==> src/rtl/debounce_pkg.sv <==
// Shared types and defaults for the multi-channel debouncer.
// Optional feature macro: DEBOUNCE_SYNC_EN (adds a 2-flop input synchroniser per channel).
package debounce_pkg;

    typedef enum logic {
        DB_STABLE   = 1'b0,
        DB_COUNTING = 1'b1
    } db_state_t;

    localparam int unsigned DEF_CHANNELS      = 4;
    localparam int unsigned DEF_STABLE_CYCLES = 16;
    localparam logic        DEF_INIT_LEVEL    = 1'b0;

    // Counter only has to reach STABLE_CYCLES-1.
    function automatic int unsigned cnt_width(input int unsigned stable_cycles);
        return (stable_cycles < 2) ? 1 : $clog2(stable_cycles);
    endfunction

endpackage

==> src/rtl/debounce_chan.sv <==
// One debounce channel: optional synchroniser, stability counter, FSM, clean/rise/fall registers.
// Optional feature macro: DEBOUNCE_SYNC_EN.
module debounce_chan
    import debounce_pkg::*;
#(
    parameter int unsigned STABLE_CYCLES = DEF_STABLE_CYCLES,
    parameter logic        INIT_LEVEL    = DEF_INIT_LEVEL
) (
    input  logic i_clk,
    input  logic i_reset,
    input  logic i_noise,
    output logic o_clean,
    output logic o_rise,
    output logic o_fall,
    output logic o_counting
);

    localparam int unsigned      CNT_W   = cnt_width(STABLE_CYCLES);
    localparam logic [CNT_W-1:0] CNT_MAX = CNT_W'(STABLE_CYCLES - 1);

    logic w_sample;

`ifdef DEBOUNCE_SYNC_EN
    logic [1:0] r_sync;

    always_ff @(posedge i_clk) begin
        if (!i_reset) begin
            r_sync <= {2{INIT_LEVEL}};
        end else begin
            r_sync <= {r_sync[0], i_noise};
        end
    end

    assign w_sample = r_sync[1];
`else
    assign w_sample = i_noise;
`endif

    db_state_t        r_state, w_state_d;
    logic [CNT_W-1:0] r_cnt, w_cnt_d;
    logic             r_clean, w_clean_d;
    logic             r_rise, w_rise_d;
    logic             r_fall, w_fall_d;

    always_ff @(posedge i_clk) begin
        if (!i_reset) begin
            r_state <= DB_STABLE;
            r_cnt   <= '0;
            r_clean <= INIT_LEVEL;
            r_rise  <= 1'b0;
            r_fall  <= 1'b0;
        end else begin
            r_state <= w_state_d;
            r_cnt   <= w_cnt_d;
            r_clean <= w_clean_d;
            r_rise  <= w_rise_d;
            r_fall  <= w_fall_d;
        end
    end

    always_comb begin
        w_state_d = r_state;
        w_cnt_d   = r_cnt;
        w_clean_d = r_clean;
        w_rise_d  = 1'b0;
        w_fall_d  = 1'b0;
        case (r_state)
            DB_STABLE: begin
                if (w_sample != r_clean) begin
                    w_cnt_d   = CNT_W'(1);
                    w_state_d = DB_COUNTING;
                end
            end
            DB_COUNTING: begin
                if (w_sample == r_clean) begin
                    // Glitch shorter than the stability window: drop it silently.
                    w_cnt_d   = '0;
                    w_state_d = DB_STABLE;
                end else if (r_cnt == CNT_MAX) begin
                    w_clean_d = w_sample;
                    w_rise_d  = w_sample;
                    w_fall_d  = ~w_sample;
                    w_cnt_d   = '0;
                    w_state_d = DB_STABLE;
                end else begin
                    w_cnt_d = r_cnt + 1'b1;
                end
            end
        endcase
    end

    assign o_clean    = r_clean;
    assign o_rise     = r_rise;
    assign o_fall     = r_fall;
    assign o_counting = (r_state == DB_COUNTING);

endmodule

==> src/rtl/debounce_multi.sv <==
// Multi-channel debouncer top: CHANNELS independent debounce_chan instances plus a registered busy.
// Optional feature macro: DEBOUNCE_SYNC_EN (passed through to every channel).
module debounce_multi
    import debounce_pkg::*;
#(
    parameter int unsigned CHANNELS      = DEF_CHANNELS,
    parameter int unsigned STABLE_CYCLES = DEF_STABLE_CYCLES,
    parameter logic        INIT_LEVEL    = DEF_INIT_LEVEL
) (
    input  logic                i_clk,
    input  logic                i_reset,
    input  logic [CHANNELS-1:0] i_noise,
    output logic [CHANNELS-1:0] o_clean,
    output logic [CHANNELS-1:0] o_rise,
    output logic [CHANNELS-1:0] o_fall,
    output logic                o_busy
);

    logic [CHANNELS-1:0] w_counting;
    logic                r_busy;

    for (genvar g = 0; g < CHANNELS; g++) begin : g_chan
        debounce_chan #(
            .STABLE_CYCLES(STABLE_CYCLES),
            .INIT_LEVEL   (INIT_LEVEL)
        ) u_chan (
            .i_clk     (i_clk),
            .i_reset   (i_reset),
            .i_noise   (i_noise[g]),
            .o_clean   (o_clean[g]),
            .o_rise    (o_rise[g]),
            .o_fall    (o_fall[g]),
            .o_counting(w_counting[g])
        );
    end

    always_ff @(posedge i_clk) begin
        if (!i_reset) begin
            r_busy <= 1'b0;
        end else begin
            r_busy <= |w_counting;
        end
    end

    assign o_busy = r_busy;

endmodule
==> config.mk <==
export PLATFORM = sky130hd
export DESIGN_NAME = debounce_multi
export DESIGN_NICKNAME = d
export VERILOG_FILES = /design/src/rtl/debounce_pkg.sv /design/src/rtl/debounce_chan.sv /design/src/rtl/debounce_multi.sv
export SDC_FILE = /design/constraint.sdc
export NUM_CORES = 1
export LEC_CHECK = 0
export ABC_AREA = 1
export CAP_MARGIN = 10
export CORE_ASPECT_RATIO = 1.1
export CORE_MARGIN = 5
export CORE_UTILIZATION = 30
export DETAILED_ROUTE_END_ITERATION = 8
export PLACE_DENSITY = 0.52
export SLEW_MARGIN = 0
export SYNTH_ARGS = -nofsm -noshare
export SYNTH_HDL_FRONTEND = slang
export SYNTH_SLANG_ARGS = --single-unit
export TNS_END_PERCENT = 50
==> constraint.sdc <==
create_clock -name i_clk -period 2.2 [get_ports i_clk]
set_clock_uncertainty 0.15 [all_clocks]
set_input_delay 0.44 -clock i_clk [delete_from_list [all_inputs] [get_ports i_clk]]
set_output_delay 0.44 -clock i_clk [all_outputs]
set_load 0.05 [all_outputs]
==> results.py <==
metrics = {
    "placement": {
        "dpl.hpwl_mm": 2.077,
        "gp_congestion": 0.7640,
        "portBuffers": 18,
    },
    "synth": {
        "synth.top_cell.area_share_pct": 43.35,
        "syn_area_um2": 1524,
        "synthesis.nets": 222,
        "yosysUniqueCellTypes": 19,
        "async_flop_share_pct": 0,
        "synth_edf_count": 0,
        "synthCells": 212,
        "synth_largest_area_cell": "dfxtp_1",
        "synth_commonest_cells": "51 x nand2_1, 33 x dfxtp_1, 25 x inv_1",
        "synthFlopType": "dfxtp_1",
        "yosysWarnings": 0,
        "synth_area_per_cell_um2": 7.189,
        "synth_area_leaders": "dfxtp_1 43%, nand2_1 13%, inv_1 6.2%",
        "synth-seq-area-share_pct": 43.35,
        "ys_ff_latch": 33,
        "synth.most_common_cell": "nand2_1",
    },
    "timing": {
        "slew_headroom_pct": 64.03,
        "tightest_slew_ps": 538.9,
        "final.setup.tns_ps": 0,
        "fmax_ghz": 0.4830,
        "rsz0062_at_grt": "no",
        "finalCritPeriodShare_pct": 94.10,
        "period_minus_slack_ps": 2070,
        "hold_violations": 0,
        "slew_violations": 0,
        "setup_violations": 0,
    },
    "cells_and_area": {
        "drive_gt1_share_pct": 10.67,
        "area_delta_synth_final_pct": 15.93,
        "post-route-util_pct": 35.58,
        "antenna_cells": 0,
        "nets": 234,
    },
    "global_route": {
        "grt_util_all_layers_pct": 9.499,
        "grt_max_degree": 17,
        "grt_pass1_vias": 1160,
        "grt-ovfl-total": 0,
        "antenna_found_initial": 0,
        "grt_pass1_wl_mm": 4.974,
    },
    "job": {
        "max_cap_violations": 0,
    },
    "power": {
        "p_leak_nw": 0.7401,
        "power.switching_w": 0.0002895,
        "pwr-share-clk_pct": 39.0,
        "max-vdd-ir-drop_mv": 0.2471,
        "combinationalPowerShare_pct": 6.5,
        "power.density_nw_per_um2": 648.9,
        "seqPwrFrac_pct": 54.5,
        "swShare_pct": 25.25,
        "power.internal_w": 0.0008569,
    },
    "clock_tree": {
        "cts_buffers": 5,
        "cts_hold_buf": 0,
        "cts_root_buf": "clkbuf_8",
        "cts_setup_buffers": 0,
        "htreeDepth": 2,
        "clk_path_buf_depth": 2,
        "cts_sinks": 33,
        "cts_tree": "yes",
        "clkTransAtPathRegs_ps": 70,
        "clk_latency_ps": 290,
        "cts_resized": 0,
    },
    "critical_path": {
        "path_buf_inv": 1,
        "cp.arrival_ps": 1480,
        "crit_family": "buffers and inverters",
        "cp-start-kind": "flip-flop",
        "cp_max_fo": 4,
        "crit_path_end_kind": "output port",
        "slowest_stage": "clkdlybuf4s50_1",
        "crit_required_ps": 1610,
        "crit_chain": "clkdlybuf4s50_1",
        "path_class": "reg -> out",
        "critPathMaxStageDelay_ps": 820,
    },
    "route": {
        "drt_iter0_drc": 43,
        "routed_wirelength_mm": 2.827,
        "postRouteAntennaNets": 0,
        "viasPerCell": 4.438,
        "remaining_drc_errors": 0,
        "dr.pass1.iters": 6,
        "vias": 1256,
        "routedWlPerCell_um": 9.989,
    },
    "die": {
        "fp.dieH_um": 84.75,
        "io-pin-count": 19,
        "floorplan.die_area_um2": 6607,
        "die_x_um": 77.96,
        "core_um2": 4966,
        "start_util_pct": 30.69,
        "rows": 27,
    },
    "worst_hold_path": {
        "hp-class": "reg -> reg",
    },
    "status": {
        "status": "finished, final reports clean",
    },
}
-- power by group through the flow --
stage	Clock [W]	Sequential, W	Combinational, W
global route	0.000492	0.000627	0.0000868
finish	0.000447	0.000625	0.0000742
detailed placement	0	0.000639	0.0000749
floorplan	0	0.000641	0.0000434
CTS	0.000466	0.000625	0.0000754
global placement	0	0.000639	0.0000752
-- layout by cell type, fill, tap and decap left out, drive strengths merged --
cell type / instances
buf: 1
nor4: 2
nand2: 59
o21ai: 10
nor2: 22
nand4: 5
a41oi: 1
clkbuf: 6
dfxtp: 33
nor3: 4
a21oi: 13
nand3: 15
o22ai: 1
clkinv: 3
clkdlybuf4s50: 18
ha: 4
inv: 28
-- state kept, by name (all words and copies together), names as in the netlist --
signal and flops:
o_busy 1, g_chan.u_chan.o_clean 4, g_chan.u_chan.r_cnt 16, g_chan.u_chan.o_fall 4, g_chan.u_chan.o_rise 4, g_chan.u_chan.o_counting 4
-- worst paths after layout --
check                                  from                       end  slack (ps)  cells past startpoint
hold / removal     g_chan[3].u_chan.o_clean   g_chan[3].u_chan.o_rise         310                      1
setup / recovery   g_chan[0].u_chan.o_clean                o_clean[0]         130                      1
setup reg to reg  g_chan[1].u_chan.r_cnt[0]  g_chan[1].u_chan.o_clean         840                      6
hold reg to reg    g_chan[3].u_chan.o_clean   g_chan[3].u_chan.o_rise         310                      1
-- cells by family (layout without fill, tap and decap cells) --
kind of cell / Yosys count / in the layout / share of synthesized area, %
AND/OR/NAND/NOR: 107 / 107 / 31.03
AO/OA/AOI/OAI: 25 / 25 / 8.539
flip-flops: 33 / 33 / 43.35
buffers and inverters: 43 / 56 / 13.79
adder cells (fa/ha/maj): 4 / 4 / 3.284
-- area by class of cell --
cell class	instances	area [µm²]
clock buffers	6	72.57
clock inverters	2	10.01
multi-input cells	136	653.1
well taps	58	72.57
fillers	544	3199
inverters	29	110.1
repair buffers	19	187.7
flip-flops and latches	33	660.6
-- through the flow --
step / setup slack, ps / hold WS, ps / cell area (µm²) / power [W] / std cells
final: 129.8 / 313.6 / 1767 / 0.001146 / 283
after global routing: 70.81 / 350.5 / 1767 / 0.001205 / 283
after CTS: 111.7 / 314.7 / 1767 / 0.001166 / 283
after detailed placement: 408.9 / 297.5 / 1684 / 0.0007136 / 275
after global placement: 412.5 / 300.0 / 1684 / 0.0007145 / 275
after floorplan: 1014 / 276.3 / 1524 / 0.0006839 / 212
-- routing by layer --
metal	share of wire (%)	vias to the layer above	GRT usage, %
met5	0	-	0
met4	2.8	0	5.530
met3	5.3	6	3.755
met2	43	18	14.96
met1	48	546	10.79
li1	-	686	-
Power figures use the tool's default switching activity.
